File: src/rtl/sys_bus_initiator_if.sv
// sys_bus register-bus interface: one initiator (m) strobes wen/ren, a slave (s)
// answers with ack/err/rdata.
interface sys_bus_if #(
    parameter int AW = 32,
    parameter int DW = 32
) (
    input logic clk
);
    logic [AW-1:0] addr;
    logic [DW-1:0] wdata;
    logic          wen;
    logic          ren;
    logic          ack;
    logic          err;
    logic [DW-1:0] rdata;

    modport m (input clk, output addr, output wdata, output wen, output ren,
               input ack, input err, input rdata);
    modport s (input clk, input addr, input wdata, input wen, input ren,
               output ack, output err, output rdata);
endinterface

File: src/rtl/sys_bus_initiator.sv
// Single-outstanding sys_bus initiator: command in, one wen/ren strobe out,
// bounded wait for ack, response (data/err/timeout) back on a valid/ready port.
module sys_bus_initiator #(
    parameter int AW = 32,
    parameter int DW = 32,
    parameter int TO = 255
) (
    input  logic          clk,
    input  logic          rstn,
    input  logic          cmd_vld,
    output logic          cmd_rdy,
    input  logic          cmd_wr,
    input  logic [AW-1:0] cmd_addr,
    input  logic [DW-1:0] cmd_wdata,
    output logic          rsp_vld,
    input  logic          rsp_rdy,
    output logic [DW-1:0] rsp_rdata,
    output logic          rsp_err,
    output logic          rsp_tout,
    output logic [1:0]    dbg_state,
    sys_bus_if.m          bus
);
    // Handshake: a transfer happens on a rising clk edge where valid && ready.
    // A source holds valid and its payload stable until that edge; ready may
    // be low arbitrarily long. Both cmd and rsp ports obey this.

    localparam int CW = $clog2(TO + 1);

    if (TO < 1 || TO > 65535) begin : g_bad_to
        $error("sys_bus_initiator: TO must be within 1..65535");
    end

    typedef enum logic [1:0] {
        IDLE = 2'd0,
        REQ  = 2'd1,
        WAIT = 2'd2,
        RSP  = 2'd3
    } state_t;

    state_t        state_q, state_d;
    logic [CW-1:0] cnt_q, cnt_d;
    logic          wr_q, wr_d;
    logic [AW-1:0] addr_q, addr_d;
    logic [DW-1:0] wdata_q, wdata_d;
    logic [DW-1:0] rdata_d;
    logic          err_d;
    logic          tout_d;
    logic          cmd_rdy_d;
    logic          rsp_vld_d;
    logic          wen_q, wen_d;
    logic          ren_q, ren_d;

    always_ff @(posedge clk or negedge rstn) begin
        if (!rstn) begin
            state_q   <= IDLE;
            cnt_q     <= '0;
            wr_q      <= 1'b0;
            addr_q    <= '0;
            wdata_q   <= '0;
            rsp_rdata <= '0;
            rsp_err   <= 1'b0;
            rsp_tout  <= 1'b0;
            cmd_rdy   <= 1'b0;
            rsp_vld   <= 1'b0;
            wen_q     <= 1'b0;
            ren_q     <= 1'b0;
        end else begin
            state_q   <= state_d;
            cnt_q     <= cnt_d;
            wr_q      <= wr_d;
            addr_q    <= addr_d;
            wdata_q   <= wdata_d;
            rsp_rdata <= rdata_d;
            rsp_err   <= err_d;
            rsp_tout  <= tout_d;
            cmd_rdy   <= cmd_rdy_d;
            rsp_vld   <= rsp_vld_d;
            wen_q     <= wen_d;
            ren_q     <= ren_d;
        end
    end

    always_comb begin
        state_d = state_q;
        cnt_d   = cnt_q;
        wr_d    = wr_q;
        addr_d  = addr_q;
        wdata_d = wdata_q;
        rdata_d = rsp_rdata;
        err_d   = rsp_err;
        tout_d  = rsp_tout;
        unique case (state_q)
            IDLE: begin
                if (cmd_vld && cmd_rdy) begin
                    state_d = REQ;
                    wr_d    = cmd_wr;
                    addr_d  = cmd_addr;
                    wdata_d = cmd_wdata;
                end
            end
            REQ: begin
                state_d = WAIT;
                cnt_d   = '0;
            end
            WAIT: begin
                if (bus.ack) begin
                    state_d = RSP;
                    rdata_d = wr_q ? '0 : bus.rdata;
                    err_d   = bus.err;
                    tout_d  = 1'b0;
                end else if (cnt_q == CW'(TO - 1)) begin
                    // TO-th WAIT cycle without ack: give up and report.
                    state_d = RSP;
                    rdata_d = '0;
                    err_d   = 1'b1;
                    tout_d  = 1'b1;
                end else begin
                    cnt_d = cnt_q + CW'(1);
                end
            end
            RSP: begin
                if (rsp_rdy) state_d = IDLE;
            end
            default: state_d = IDLE;
        endcase

        // Outputs are registered from the next state, so they line up with it.
        cmd_rdy_d = (state_d == IDLE);
        rsp_vld_d = (state_d == RSP);
        wen_d     = (state_d == REQ) && wr_d;
        ren_d     = (state_d == REQ) && !wr_d;
    end

    assign bus.addr  = addr_q;
    assign bus.wdata = wdata_q;
    assign bus.wen   = wen_q;
    assign bus.ren   = ren_q;
    assign dbg_state = state_q;
endmodule

File: src/flat_wrapper.sv
// flat-port wrapper written by rule: the top's interface ports become plain ports
module sys_bus_initiator_flat 
#(
    parameter int AW = 32,
    parameter int DW = 32,
    parameter int TO = 255
)
  (clk, rstn, cmd_vld, cmd_rdy, cmd_wr, cmd_addr, cmd_wdata, rsp_vld, rsp_rdy, rsp_rdata, rsp_err, rsp_tout, dbg_state, bus_addr, bus_wdata, bus_wen, bus_ren, bus_ack, bus_err, bus_rdata);
  sys_bus_if #(.AW(AW), .DW(DW)) bus_i (.clk(clk));
  input  logic clk;
  input  logic rstn;
  input  logic cmd_vld;
  output logic cmd_rdy;
  input  logic cmd_wr;
  input  logic [AW-1:0] cmd_addr;
  input  logic [DW-1:0] cmd_wdata;
  output logic rsp_vld;
  input  logic rsp_rdy;
  output logic [DW-1:0] rsp_rdata;
  output logic rsp_err;
  output logic rsp_tout;
  output logic [1:0] dbg_state;
  output wire logic [$bits(bus_i.addr)-1:0] bus_addr;
  output wire logic [$bits(bus_i.wdata)-1:0] bus_wdata;
  output wire logic [$bits(bus_i.wen)-1:0] bus_wen;
  output wire logic [$bits(bus_i.ren)-1:0] bus_ren;
  input wire logic [$bits(bus_i.ack)-1:0] bus_ack;
  input wire logic [$bits(bus_i.err)-1:0] bus_err;
  input wire logic [$bits(bus_i.rdata)-1:0] bus_rdata;
  assign bus_addr = bus_i.addr;
  assign bus_wdata = bus_i.wdata;
  assign bus_wen = bus_i.wen;
  assign bus_ren = bus_i.ren;
  assign bus_i.ack = bus_ack;
  assign bus_i.err = bus_err;
  assign bus_i.rdata = bus_rdata;
  sys_bus_initiator #(.AW(AW), .DW(DW), .TO(TO)) u_core (.clk(clk), .rstn(rstn), .cmd_vld(cmd_vld), .cmd_rdy(cmd_rdy), .cmd_wr(cmd_wr), .cmd_addr(cmd_addr), .cmd_wdata(cmd_wdata), .rsp_vld(rsp_vld), .rsp_rdy(rsp_rdy), .rsp_rdata(rsp_rdata), .rsp_err(rsp_err), .rsp_tout(rsp_tout), .dbg_state(dbg_state), .bus(bus_i));
endmodule
File: config.mk
export PLATFORM = sky130hd
export DESIGN_NAME = sys_bus_initiator_flat
export DESIGN_NICKNAME = d
export VERILOG_FILES = /design/src/rtl/sys_bus_initiator_if.sv /design/src/rtl/sys_bus_initiator.sv /design/src/flat_wrapper.sv
export SDC_FILE = /design/constraint.sdc
export NUM_CORES = 1
export LEC_CHECK = 0
export BUFFER_PORTS_ARGS = -buffer_cell sky130_fd_sc_hd__buf_2
export CAP_MARGIN = 25
export CORE_ASPECT_RATIO = 1.2
export CORE_MARGIN = 10
export CORE_UTILIZATION = 35
export CTS_BUF_LIST = sky130_fd_sc_hd__clkbuf_4
export DETAILED_ROUTE_END_ITERATION = 16
export PLACE_DENSITY = 0.61
export SYNTH_ARGS = -nofsm -noshare
export SYNTH_HDL_FRONTEND = slang
export SYNTH_SLANG_ARGS = --single-unit
File: constraint.sdc
create_clock -name clk -period 3.6 [get_ports clk]
set_input_delay 0.36 -clock clk [delete_from_list [all_inputs] [get_ports clk]]
set_output_delay 0.36 -clock clk [all_outputs]
set_load 0.02 [all_outputs]
==> results.md <==
* Status: completed
* Nets in the synthesized netlist at 532
* GPL Wtd Cong at 0.851
* Worst-Margin Slew at 803 ps
* Final wirelength at ~13 mm
* WHS at approximately 58 ps
* Pint at 3.11 mW
* Antenna cells at 0
* Worst Setup End Kind: register
* I/O pin cnt at 207
* Largest net degree at the start of global routing at 58
* WL met3 at 1.51 mm
* Worst Setup EP: u_core.bus.addr[23]
* Share of cells above drive strength 1 at between 30% and 40%
* Final TNS setup at 0 ps
* Layout Nets at 779
* Synthesized area at 0.00438 mm^2
* CTS Buf Count at 17
* CTS resizes at 0
* Worst r2r path cells at 5
* WS Path Type: reg -> reg
* Clk Tree Root Cell: clkbuf_4
* DR iter-0 viols at 161
* RSZ-0062 raised after global routing: no
* First-pass GRT wire length at 21.3 mm
* CP startpoint: u_core.dbg_state[1]
* Port Buffers at 206
* Die ar. at around 0.017 mm^2
* Setup violators final at 0
* Final Skew at 18.1 ps
* Clock buffer depth at 2
* Clk sinks at around 110
* DRT Pass-1 Iters at 4
* Share of the synthesized area in the top cell type at 64.5%
* Leakage at 3.53 nW
* Reg power frac at 40.2%
* Die X at 122 um
* Post-DP HPWL at 9.43 mm
* Post-synthesis sequential area ratio at 64.5%
* Cells after Synth at 427
* Max-slew violation count at 0
* Rows at 44
* Core Area at roughly 0.012 mm^2
* Crit-path max FO at 40
* Tot GR Track Use at 15.3%
* Req. time, crit path at 4040 ps
* Via density at 4.66
* R2R Path End: u_core.bus.addr[23]
* Final period util at 61.1%
* DRC errors left at 0
* Crit path arrival time at 2640 ps
* Cell accounting for the most synthesized area: dfrtp_1
* Clk pwr share at 18.1%
* CTS tree: built
* Hold Vio Cnt, Final at 0
* Via count at around 4.0k
* Fmax achieved at 0.455 GHz
* Synth cell types at 34
* Top cells by count, synth: 200 x nand2_1, 113 x dfrtp_1, 32 x a22o_1, 14 x clkbuf_1
* Length of routed wiring on met1 at ~5.4 mm
* Area grow syn2layout at 43.2%
* Die height at roughly 140 um
* Clk_lat worst skew at 500 ps
* Hold crit path type: in -> reg
* Remaining antenna violation count at 0
* Initial antenna violation count at 0
* Top Layer Used: met4
* Top cells by area, synth: dfrtp_1 65%, nand2_1 17%, a22o_1 6.4%
* CP startpoint kind: register
* Count leader, synth: nand2_1
* Total power at 5.38 mW
* Util after Layout at 51.6%
* H-tree depth at 4
* Total gr overflow at 0
* Post-layout min period at 2200 ps
* Post-synth ARST share at 100%
* Slew HR at 46.3%
* Wire per inst at 15.8 um
* Logic pwr share at 41.7%
* Number of synthesized flops with an enable pin at 0
* Vias in the first global route at 4,158
* Synth warn at 0
* Max cap viols at 0
* Syn_area_per_cell at between 10 and 15 um^2
* Psw at approximately 2.3 mW
* Initial core utilization at a little over a third
* Pwr Density at 857 mW/mm^2
* WL met2 at 6.30 mm
* Dominant synthesized flop cell: dfrtp_1
* CTS clk-pin slew, worst paths at 110 ps
* Reg2reg start: u_core.dbg_state[1]
* Switching fraction of total power at roughly 42%
* Synthesized flop and latch total at 113
* Worst ir drop on vdd at 0.376 mV
* R2r setup slk at 1400 ps
worst min-delay path by stage:
stage | from | end | depth (start not counted)
final | cmd_addr[2] | u_core.bus.addr[2] | 3
after global routing | cmd_wdata[29] | u_core.bus.wdata[29] | 3
after CTS | cmd_addr[2] | u_core.bus.addr[2] | 3
after detailed placement | u_core.bus.addr[30] | u_core.bus.addr[30] | 2
after global placement | u_core.bus.addr[3] | u_core.bus.addr[3] | 2
after floorplan | rstn | u_core.bus.addr[0] | 0
final cells by class:
class | count | area (um^2)
Clock inverter | 14 | 166
Sequential cell | 113 | 2830
Timing Repair Buffer | 254 | 1520
Tap cell | 161 | 201
Fill cell | 1070 | 5890
Clock buffer | 18 | 135
Inverter | 4 | 15.0
Multi-Input combinational cell | 284 | 1410
metal layers:
layer | up-vias | global-route usage [%]
li1 | 1914 | -
met1 | 1815 | 18.1
met2 | 207 | 24.2
met3 | 17 | 7.19
met4 | 0 | 4.91
met5 | - | 0
sequential cells by signal (all words and copies together), names as in the netlist:
| register | count |
|---|---|
| u_core.rsp_err | 1 |
| u_core.cmd_rdy | 1 |
| u_core.bus.ren | 1 |
| u_core.bus.addr | 32 |
| u_core.wr_q | 1 |
| u_core.bus.wen | 1 |
| u_core.bus.wdata | 32 |
| u_core.rsp_vld | 1 |
| u_core.cnt_q | 8 |
| u_core.rsp_rdata | 32 |
| u_core.rsp_tout | 1 |
| u_core.dbg_state | 2 |
kinds of logic after synthesis:
kind of cell             Yosys count  share of synthesized area [%]
AND/OR/NAND/NOR                  225                           20.6
adder cells (fa/ha/maj)            2                          0.571
flip-flops                       113                           64.5
AO/OA/AOI/OAI                     57                           10.8
buffers and inverters             30                           3.45
worst max-delay path: stages, from the launching register on:
cell	delay [ps]
dfrtp_1	580
nor2_1	270
and3_2	710
buf_4	420
nand2_1	110
nand2_1	60
through the flow:
stage | std cells | worst slack (ps) | area (um^2)
after floorplan | 427 | 2000 | 4380
after detailed placement | 772 | 1400 | 5530
after global placement | 772 | 1510 | 5530
after global routing | 848 | 1170 | 6270
final | 848 | 1400 | 6270
after CTS | 848 | 1390 | 6270
placed cells by master, fill, tap and decap left out, drive strengths merged:
| cell | synthesis | layout |
|---|---|---|
| a22o | 32 | 32 |
| a31oi | 3 | 3 |
| and3 | 3 | 3 |
| o31a | 1 | 1 |
| bufinv | 0 | 3 |
| nor4 | 1 | 1 |
| nand3b | 2 | 2 |
| a211oi | 2 | 2 |
| inv | 4 | 4 |
| or2 | 1 | 1 |
| dlygate4sd3 | 0 | 44 |
| nor3b | 1 | 1 |
| o41ai | 2 | 2 |
| nand2 | 200 | 200 |
| nor4b | 1 | 1 |
| a21oi | 6 | 6 |
| a221oi | 2 | 2 |
| buf | 12 | 210 |
| nor3 | 1 | 1 |
| and4 | 2 | 2 |
| dfrtp | 113 | 113 |
| ha | 2 | 2 |
| nand3 | 3 | 3 |
| clkbuf | 14 | 18 |
| o21ai | 1 | 1 |
| and2 | 1 | 1 |
| a311oi | 2 | 2 |
| nor2 | 7 | 7 |
| a311o | 1 | 1 |
| o311a | 2 | 2 |
| a21o | 3 | 3 |
| and3b | 1 | 1 |
| clkinv | 0 | 5 |
| clkinvlp | 0 | 6 |
| and2b | 1 | 1 |
power by group through the flow:
stage	Clock [mW]	Combinational, mW	Sequential, mW
2_1_floorplan	0	0.724	2.82
3_3_place_gp	0	2.22	2.15
3_5_place_dp	0	2.25	2.17
4_1_cts	1.02	2.29	2.16
5_1_grt	1.08	2.48	2.23
6_report	0.973	2.24	2.16
timing repair:
action	in CTS	in global routing
buffers inserted	0	0
hold endpoints to repair	99	0
setup endpoints to repair	0	0
hold buffers	44	0
(Power assumes the default switching activity.)
